$ cat src/rtl/lfsr_pkg.sv
`default_nettype none
`timescale 1ns/1ps
// ============================================================================
//  Module      : lfsr_pkg
//  Description : Definitions shared by lfsr_generator and lfsr_checker:
//                LFSR width, default seed, the de Bruijn next-state function
//                for x^8+x^4+x^3+x^2+1 (period 256, all-zero state included)
//                and the generator FSM state encoding.
//  Revision    : 1.0 - initial release
// ============================================================================
package lfsr_pkg;

    localparam int                  LFSR_W            = 8;
    localparam logic [LFSR_W-1:0]   LFSR_DEFAULT_SEED = 8'h01;

    // Generator FSM encoding
    localparam logic [1:0] C_ST_IDLE = 2'd0;
    localparam logic [1:0] C_ST_RUN  = 2'd1;
    localparam logic [1:0] C_ST_GAP  = 2'd2;

    typedef enum logic [1:0] {
        ST_IDLE = C_ST_IDLE,
        ST_RUN  = C_ST_RUN,
        ST_GAP  = C_ST_GAP
    } fsm_state_t;

    // Galois step with the de Bruijn correction: the feedback bit is
    // inverted when s[6:0] is zero, which splices 8'h00 into the cycle
    // between 8'h80 and 8'h1D and makes the period a full 256.
    function automatic logic [LFSR_W-1:0] lfsr8_next(input logic [LFSR_W-1:0] s);
        logic f;
        f = s[7] ^ (s[6:0] == 7'd0);
        return {s[6], s[5], s[4], s[3] ^ f, s[2] ^ f, s[1] ^ f, s[0], f};
    endfunction

endpackage

`default_nettype wire

$ cat src/rtl/lfsr_generator.sv
`default_nettype none
`timescale 1ns/1ps
// ============================================================================
//  Module      : lfsr_generator
//  Description : Source stage for lfsr_checker. Emits the 8-bit de Bruijn
//                LFSR sequence as valid-strobed words, with programmable idle
//                gaps, runtime seed reload and one-shot error injection.
//  Ports       : clk           - clock, rising edge
//                i_rst_n       - asynchronous active-low reset
//                i_enable      - 1 = generate words, 0 = hold state
//                i_gap         - idle cycles after each word (sampled on emit)
//                i_seed_load   - pulse: load i_seed into seed reg and state
//                i_seed        - seed value for i_seed_load
//                i_inject_err  - pulse: corrupt the next emitted word
//                i_err_mask    - XOR mask for the corrupted word
//                o_lfsr        - emitted word (registered)
//                o_valid       - o_lfsr valid this cycle
//                o_seed_reg    - current seed register
//                o_period_done - pulse with every 256th word since load/reset
//                o_word_count  - words emitted since load/reset (wraps)
//  Revision    : 1.0 - initial release
// ============================================================================
module lfsr_generator
    import lfsr_pkg::*;
#(
    parameter logic [LFSR_W-1:0] DEFAULT_SEED = LFSR_DEFAULT_SEED,
    parameter int                GAP_W        = 4,
    parameter int                CNT_W        = 16   // must be >= 8
) (
    input  logic                clk,
    input  logic                i_rst_n,
    input  logic                i_enable,
    input  logic [GAP_W-1:0]    i_gap,
    input  logic                i_seed_load,
    input  logic [LFSR_W-1:0]   i_seed,
    input  logic                i_inject_err,
    input  logic [LFSR_W-1:0]   i_err_mask,
    output logic [LFSR_W-1:0]   o_lfsr,
    output logic                o_valid,
    output logic [LFSR_W-1:0]   o_seed_reg,
    output logic                o_period_done,
    output logic [CNT_W-1:0]    o_word_count
);

    fsm_state_t             r_fsm;
    fsm_state_t             w_fsm_next;
    logic [GAP_W-1:0]       r_gap_cnt;
    logic [GAP_W-1:0]       w_gap_cnt_next;
    logic                   w_emit;
    logic [LFSR_W-1:0]      w_mask;

    logic [LFSR_W-1:0]      r_state;
    logic [LFSR_W-1:0]      r_seed;
    logic [LFSR_W-1:0]      r_lfsr;
    logic                   r_valid;
    logic                   r_period_done;
    logic [CNT_W-1:0]       r_word_count;
    logic                   r_err_pending;
    logic [LFSR_W-1:0]      r_err_mask;

    // ------------------------------------------------------------------
    // FSM next-state. Seed load beats everything; dropping i_enable
    // parks in IDLE with the gap counter cleared but the LFSR state kept,
    // so re-enabling resumes the sequence without skipping a word.
    // ------------------------------------------------------------------
    always_comb begin
        w_fsm_next     = r_fsm;
        w_gap_cnt_next = r_gap_cnt;
        w_emit         = 1'b0;
        if (i_seed_load) begin
            w_fsm_next     = i_enable ? ST_RUN : ST_IDLE;
            w_gap_cnt_next = '0;
        end else if (!i_enable) begin
            w_fsm_next     = ST_IDLE;
            w_gap_cnt_next = '0;
        end else begin
            case (r_fsm)
                ST_IDLE: w_fsm_next = ST_RUN;
                ST_RUN: begin
                    w_emit = 1'b1;
                    if (i_gap != '0) begin
                        // Counts i_gap idle cycles: GAP exits on the edge
                        // where the counter is already zero.
                        w_gap_cnt_next = i_gap - GAP_W'(1);
                        w_fsm_next     = ST_GAP;
                    end
                end
                ST_GAP: begin
                    if (r_gap_cnt == '0) begin
                        w_fsm_next = ST_RUN;
                    end else begin
                        w_gap_cnt_next = r_gap_cnt - GAP_W'(1);
                    end
                end
                default: begin
                    w_fsm_next     = ST_IDLE;
                    w_gap_cnt_next = '0;
                end
            endcase
        end
    end

    always_ff @(posedge clk or negedge i_rst_n) begin
        if (!i_rst_n) begin
            r_fsm     <= ST_IDLE;
            r_gap_cnt <= '0;
        end else begin
            r_fsm     <= w_fsm_next;
            r_gap_cnt <= w_gap_cnt_next;
        end
    end

    // A pulse coincident with an emitted word corrupts that word directly;
    // otherwise the latched mask is used until it has been consumed.
    always_comb begin
        if (i_inject_err) begin
            w_mask = i_err_mask;
        end else if (r_err_pending) begin
            w_mask = r_err_mask;
        end else begin
            w_mask = '0;
        end
    end

    // ------------------------------------------------------------------
    // Datapath and counters. The mask only touches the output word; the
    // LFSR state always advances uncorrupted.
    // ------------------------------------------------------------------
    always_ff @(posedge clk or negedge i_rst_n) begin
        if (!i_rst_n) begin
            r_state       <= DEFAULT_SEED;
            r_seed        <= DEFAULT_SEED;
            r_lfsr        <= '0;
            r_valid       <= 1'b0;
            r_period_done <= 1'b0;
            r_word_count  <= '0;
            r_err_pending <= 1'b0;
            r_err_mask    <= '0;
        end else begin
            r_valid       <= w_emit;
            r_period_done <= w_emit && (r_word_count[7:0] == 8'hFF);
            if (i_seed_load) begin
                r_state       <= i_seed;
                r_seed        <= i_seed;
                r_word_count  <= '0;
                r_err_pending <= 1'b0;
            end else if (w_emit) begin
                r_lfsr        <= r_state ^ w_mask;
                r_state       <= lfsr8_next(r_state);
                r_word_count  <= r_word_count + CNT_W'(1);
                r_err_pending <= 1'b0;
            end else if (i_inject_err) begin
                // A later pulse before consumption simply replaces the mask.
                r_err_pending <= 1'b1;
                r_err_mask    <= i_err_mask;
            end
        end
    end

    assign o_lfsr        = r_lfsr;
    assign o_valid       = r_valid;
    assign o_seed_reg    = r_seed;
    assign o_period_done = r_period_done;
    assign o_word_count  = r_word_count;

endmodule

`default_nettype wire

$ cat config.mk
export PLATFORM = sky130hd
export DESIGN_NAME = lfsr_generator
export DESIGN_NICKNAME = d
export VERILOG_FILES = /design/src/rtl/lfsr_pkg.sv /design/src/rtl/lfsr_generator.sv
export SDC_FILE = /design/constraint.sdc
export NUM_CORES = 1
export LEC_CHECK = 0
export ABC_CLOCK_PERIOD_IN_PS = 4200
export CAP_MARGIN = 20
export CORE_MARGIN = 2
export CORE_UTILIZATION = 57
export CTS_BUF_LIST = sky130_fd_sc_hd__clkbuf_4 sky130_fd_sc_hd__clkbuf_8
export DETAILED_ROUTE_END_ITERATION = 12
export GPL_ROUTABILITY_DRIVEN = 0
export GPL_TIMING_DRIVEN = 0
export HOLD_SLACK_MARGIN = 0.12
export PLACE_DENSITY_LB_ADDON = 0.15
export SYNTH_ARGS = -nofsm -noshare
export SYNTH_HDL_FRONTEND = slang
export SYNTH_SLANG_ARGS = --single-unit
$ cat constraint.sdc
create_clock -name clk -period 4.2 [get_ports clk]
set_clock_uncertainty 0.15 [all_clocks]
set_input_delay 0.84 -clock clk [delete_from_list [all_inputs] [get_ports clk]]
set_output_delay 0.84 -clock clk [all_outputs]
set_load 0.005 [all_outputs]
==> flow_summary.toml, run 1 <==
[pwr]
power.density_nw_per_um2 = 383
leakagePower_uw = 0.00155
peakVddDrop_mv = 0.227

[detailed_routing]
viasPerCell = 5.56
drtIter0Drc = 107
wirelength_um = 6420
routedWlPerCell_um = 15.3
drcViolationCount = 0
ant_nets = 0
vias = 2330
drt_pre_antenna_iters = 4

[global_route]
grt_pass1_wl_um = 10500
grt-ovfl-total = 0
antenna_found_initial = 0
grt_max_degree = 30
grt.total_usage_pct = 26.2
first_global_vias = 2300

[synthesis]
syn_area_um2 = 2800
syn_avg_cell_area_um2 = 10.1
synth_fp_nets = 307
synth_edf_count = 0
ys.flop_type = "dfrtp_1"
synth_cell_types = 40
ys_ff_latch = 57
synthCells = 278
async_flop_share_pct = 100
synth-seq-area-share_pct = 51.1
yosysWarnings = 0

[worst_setup_path]
path_cells = "clkdlybuf4s50_1 > a21oi_1 > nand2_2 > mux2_2"
critical_path.max_fanout = 8
crit_type = "input pin to flop"
critPathCaptureType = "flop"
cp_num_buf_inv = 1
crit_family = "buffers and inverters"
arrival_ps = 2500
cp_slowest_stage_delay_ps = 520
cp.required_ps = 4270
cp_slowest_cell = "clkdlybuf4s50_1"
critPathLaunchType = "input pin"

[clock_tree]
cts_tree = "yes"
htreeDepth = 3
cts_setup_buffers = 0
ctsLongestPathBuffers = 2
post_cts_resized = 0
cts_sinks = 57
postCtsHoldBufs = 0
clockRootBuffer = "clkbuf_8"
clock_latency_ps = 340
clk_pin_slew_ps = 60
numCtsBuffers = 9

[job]
maxCapViolations = 0

[floorplan]
start_util_pct = 59.2
pin_count = 59
fp.coreArea_um2 = 4720
die_w_um = 74.1
dieArea_um2 = 5480
row_count = 25
die_h_um = 74.1

[timing]
setup_tns_ps = 0
clock.fmax_mhz = 411
setup-violations-final = 0
tightestPinTransition_ps = 672
maxSlewHeadroom_pct = 55.2
rsz0062_at_grt = "false"
finalMaxSlewViolations = 0
finalHoldViolCount = 0
post-route-min-period_ps = 2430
period_share_pct = 57.9

[place]
place_area_um2 = 3470
hpwlAfterDp_um = 4510
io_buffers = 57
dp_cells = 403

[layout]
final_layout_size_suffix_gt1_share_pct = 11.9
areaGrowthSynthToFinish_pct = 31.3
design_area_um2 = 3670
stdcell_count = 419
largest_reg_flops = 16
final_nets = 376
antenna_cells = 0

[min_path]
hold_path.class = "flop to flop"

[status]
status = "finished, final reports clean"
final timing paths:
path | start | endpoint | slack, ps | cells after the start
worst min register to register | o_lfsr[5] | o_lfsr[5] | 330 | 2
max in group asynchronous | i_rst_n | r_gap_cnt[0] | 2930 | 2
worst min-delay path | o_lfsr[5] | o_lfsr[5] | 330 | 2
min in group asynchronous | i_rst_n | o_word_count[11] | 380 | 1
worst max-delay path | i_seed_load | r_err_mask[2] | 1770 | 4
worst max register to register | r_fsm[1] | r_err_mask[2] | 2040 | 6
metrics by stage:
step | util [%] | hold slack, ps | power, µW | setup WS, ps
after floorplan | - | 323 | 754 | 2060
after global placement | 73.1 | 310 | 873 | 375
after detailed placement | 73.4 | 320 | 886 | 1430
after CTS | 77.8 | 333 | 1420 | 1780
after global routing | 77.8 | 376 | 1480 | 1620
final | 77.8 | 325 | 1410 | 1770
tightest hold or removal path: stages (launching register included):
cell and delay, ps:
dfrtp_1 340, nand2_1 40, o21ai_0 60
final cells by class:
cell class / count / area, µm²
tap: 67 / 83.8
clock buffer: 13 / 166
buffer: 14 / 56.3
clock inverter: 3 / 40.0
sequential: 57 / 1430
timing repair buffer: 58 / 586
fill: 326 / 1050
multi-input combinational: 194 / 1260
inverter: 13 / 48.8
report_power, final:
| group | switching [µW] | total (µW) | internal (µW) |
|---|---|---|---|
| clock | 211 | 528 | 317 |
| combinational | 104 | 231 | 128 |
| sequential | 40.9 | 647 | 606 |
| total | 355 | 1410 | 1050 |
layer usage:
layer / share of wire (%) / global-route usage, % / vias up
met5: 0 / 0 / -
met4: 1.2 / 8.69 / 0
met3: 6.4 / 8.94 / 10
li1: - / - / 1110
met1: 42 / 33.3 / 1146
met2: 50 / 42.3 / 64
cell usage after synthesis (5+ instances only):
master    instances  area, µm²
clkbuf_1         10       37.5
a21oi_1          11       55.1
mux2_2           13        146
xnor2_1          12        105
or3_1             5       31.3
nor3_1            5       25.0
a22oi_1          11       82.6
xor2_1           13        114
inv_1            13       48.8
nand2_1          27        101
nor4_1            6       37.5
nor2_1           19       71.3
nand3_1           5       25.0
dfrtp_1          55       1380
o21ai_0          30        150
cells in the final DEF (no fill, tap or decap), drive strengths merged, types with 3 or more instances in the layout:
master and count:
clkdlybuf4s50 56, dfrtp 55, o21ai 30, nand2 28, clkbuf 24, nor2 19, inv 13, mux2 13
xor2 13, xnor2 12, a22oi 11, a21oi 11, nor4 6, nand3 6, or3 5, nor3 5
nand4 5, buf 5, mux2i 4, ha 4, nor2b 3, and3 3
kinds of logic after synthesis:
kind of cell | Yosys count | share of synthesized area [%]
and+or+nand+nor | 83 | 14.4
AOI/OAI and AO/OA | 65 | 14.4
DFF | 57 | 51.1
buffers and inverters | 27 | 3.76
xor gates and xnor gates | 25 | 7.83
muxes | 17 | 6.66
adders and majority gates | 4 | 1.79
No activity file was read; power rests on OpenSTA's default activity.
==> inputs of run 2 (changes only) <==
Settings changed: ABC_CLOCK_PERIOD_IN_PS 4200 to 2410, CORE_UTILIZATION 57 to 53.
Clock period 4.2 ns to 2.41 ns, I/O delays scaled along.
==> run 2 against run 1 <==
Register-to-register slack worse by 1800 ps. Global-route usage down 3.2 points. Critical path depth up 1. Clock power up 95%. Via count down 1.1%. Core utilization down 5.1 points. Critical path type is now flop to flop. Sequential power up 73%. Sequential share of layout area down 0.38 points. Worst setup slack worse by 1500 ps. Highest routed layer unchanged.
==> flow_summary.toml, run 2 (same netlist as run 1, synthesis figures left out) <==
[clock_tree]
clock_latency_ps = 340
post_cts_resized = 0
clk_pin_slew_ps = 70
clockRootBuffer = "clkbuf_8"
ctsLongestPathBuffers = 2
numCtsBuffers = 9
cts_tree = "yes"
htreeDepth = 3
cts_sinks = 57

[floorplan]
die_h_um = 76.7
die_w_um = 76.7
start_util_pct = 54.8
fp.coreArea_um2 = 5110
pin_count = 59
row_count = 26
dieArea_um2 = 5880

[detailed_routing]
viasPerCell = 5.45
drtIter0Drc = 86
ant_nets = 0
vias = 2305
drcViolationCount = 0
routedWlPerCell_um = 14.7
drt_pre_antenna_iters = 4
wirelength_um = 6230

[worst_setup_path]
critPathLaunchType = "flop"
critical_path.max_fanout = 8
cp_slowest_cell = "a21oi_1"
crit_type = "flop to flop"
path_cells = "ha_1 > buf_2 > a21oi_1 > nand2_2 > mux2_2"
arrival_ps = 2210
cp_slowest_stage_delay_ps = 490
crit_family = "compound AO/OA/AOI/OAI gates"
cp_num_buf_inv = 1
cp.required_ps = 2490
critPathCaptureType = "flop"

[pwr]
power.density_nw_per_um2 = 687
peakVddDrop_mv = 0.444
leakagePower_uw = 0.00156

[timing]
rsz0062_at_grt = "false"
maxSlewHeadroom_pct = 62.0
whs_ps = 296
clock.fmax_mhz = 469
finalMaxSlewViolations = 0
tightestPinTransition_ps = 564
post-route-min-period_ps = 2130
setup-violations-final = 0
finalHoldViolCount = 0
period_share_pct = 88.4

[job]
maxCapViolations = 0

[layout]
largest_reg_flops = 16
final_layout_size_suffix_gt1_share_pct = 11.9
final_nets = 377
final_common_cell = "clkdlybuf4s50_1"
areaGrowthSynthToFinish_pct = 32.6
antenna_cells = 0
design_area_um2 = 3710
num-fill-cells = 410
layout_common_cells = "56 x clkdlybuf4s50_1, 55 x dfrtp_1, 30 x o21ai_0"

[min_path]
hold_path.class = "input pin to flop"

[global_route]
grt_max_degree = 35
grt_pass1_wl_um = 10700
grt.total_usage_pct = 23.0
first_global_vias = 2223
antenna_found_initial = 0
grt-ovfl-total = 0

[place]
place_area_um2 = 3470
hpwlAfterDp_um = 4410
io_buffers = 57

[status]
status = "finished, final reports clean"
run 2: changes by cell type in the layout (fill, tap and decap cells not counted):
cell	change
clkbuf_4	-2
dlygate4sd3_1	+1
clkinvlp_4	+1
bufinv_16	+1
run 2: final timing paths:
path | depth (start not counted) | slack [ps] | startpoint | to
max | 5 | 280 | r_fsm[0] | r_err_mask[1]
min | 2 | 300 | i_enable | r_fsm[0]
max reg2reg | 5 | 280 | r_fsm[0] | r_err_mask[1]
min reg2reg | 2 | 330 | o_lfsr[5] | o_lfsr[5]
max in group asynchronous | 3 | 990 | i_rst_n | o_seed_reg[5]
min in group asynchronous | 2 | 540 | i_rst_n | o_word_count[10]
run 2: cell type report:
| class | instances | area [µm²] | area share, % |
|---|---|---|---|
| tap | 70 | 87.6 | 2.36 |
| multi-input combinational | 194 | 1260 | 34.1 |
| inverter | 13 | 48.8 | 1.32 |
| clock inverter | 5 | 77.6 | 2.09 |
| sequential | 57 | 1430 | 38.5 |
| clock buffer | 11 | 151 | 4.08 |
| timing repair buffer | 59 | 596 | 16.1 |
| buffer | 14 | 56.3 | 1.52 |
run 2: layer usage:
metal  up-vias  part of all wire [%]  GRT usage (%)
met2        60                    47           35.1
met1      1123                    46           31.7
met5         -                     0              0
met3        10                   5.2           5.76
li1       1112                     -              -
met4         0                   1.7           9.27
run 2: timing repair:
action	CTS	global route
hold endpoints to repair	21	0
setup buffers	0	0
hold buffers	1	0
run 2: worst register-to-register path, stage by stage (launching register included):
cell and delay (ps):
dfrtp_1 400, ha_1 200, buf_2 170, a21oi_1 500
nand2_2 270, mux2_2 340
run 2: where the power goes:
group / internal (µW) / switching, µW
Sequential: 1060 / 67.9
Combinational: 223 / 175
Clock: 634 / 391
Total: 1910 / 634
run 2: stage by stage:
step | utilization [%] | power [µW] | setup TNS, ps | instances | setup WS, ps
global placement | 67.7 | 1520 | -58630 | 405 | -1050
detailed placement | 68.0 | 1540 | 0 | 406 | 1.84
finish | 72.6 | 2550 | 0 | 423 | 279
CTS | 72.6 | 2570 | 0 | 423 | 263
floorplan | - | 1310 | 0 | 278 | 574
global route | 72.6 | 2660 | 0 | 423 | 146
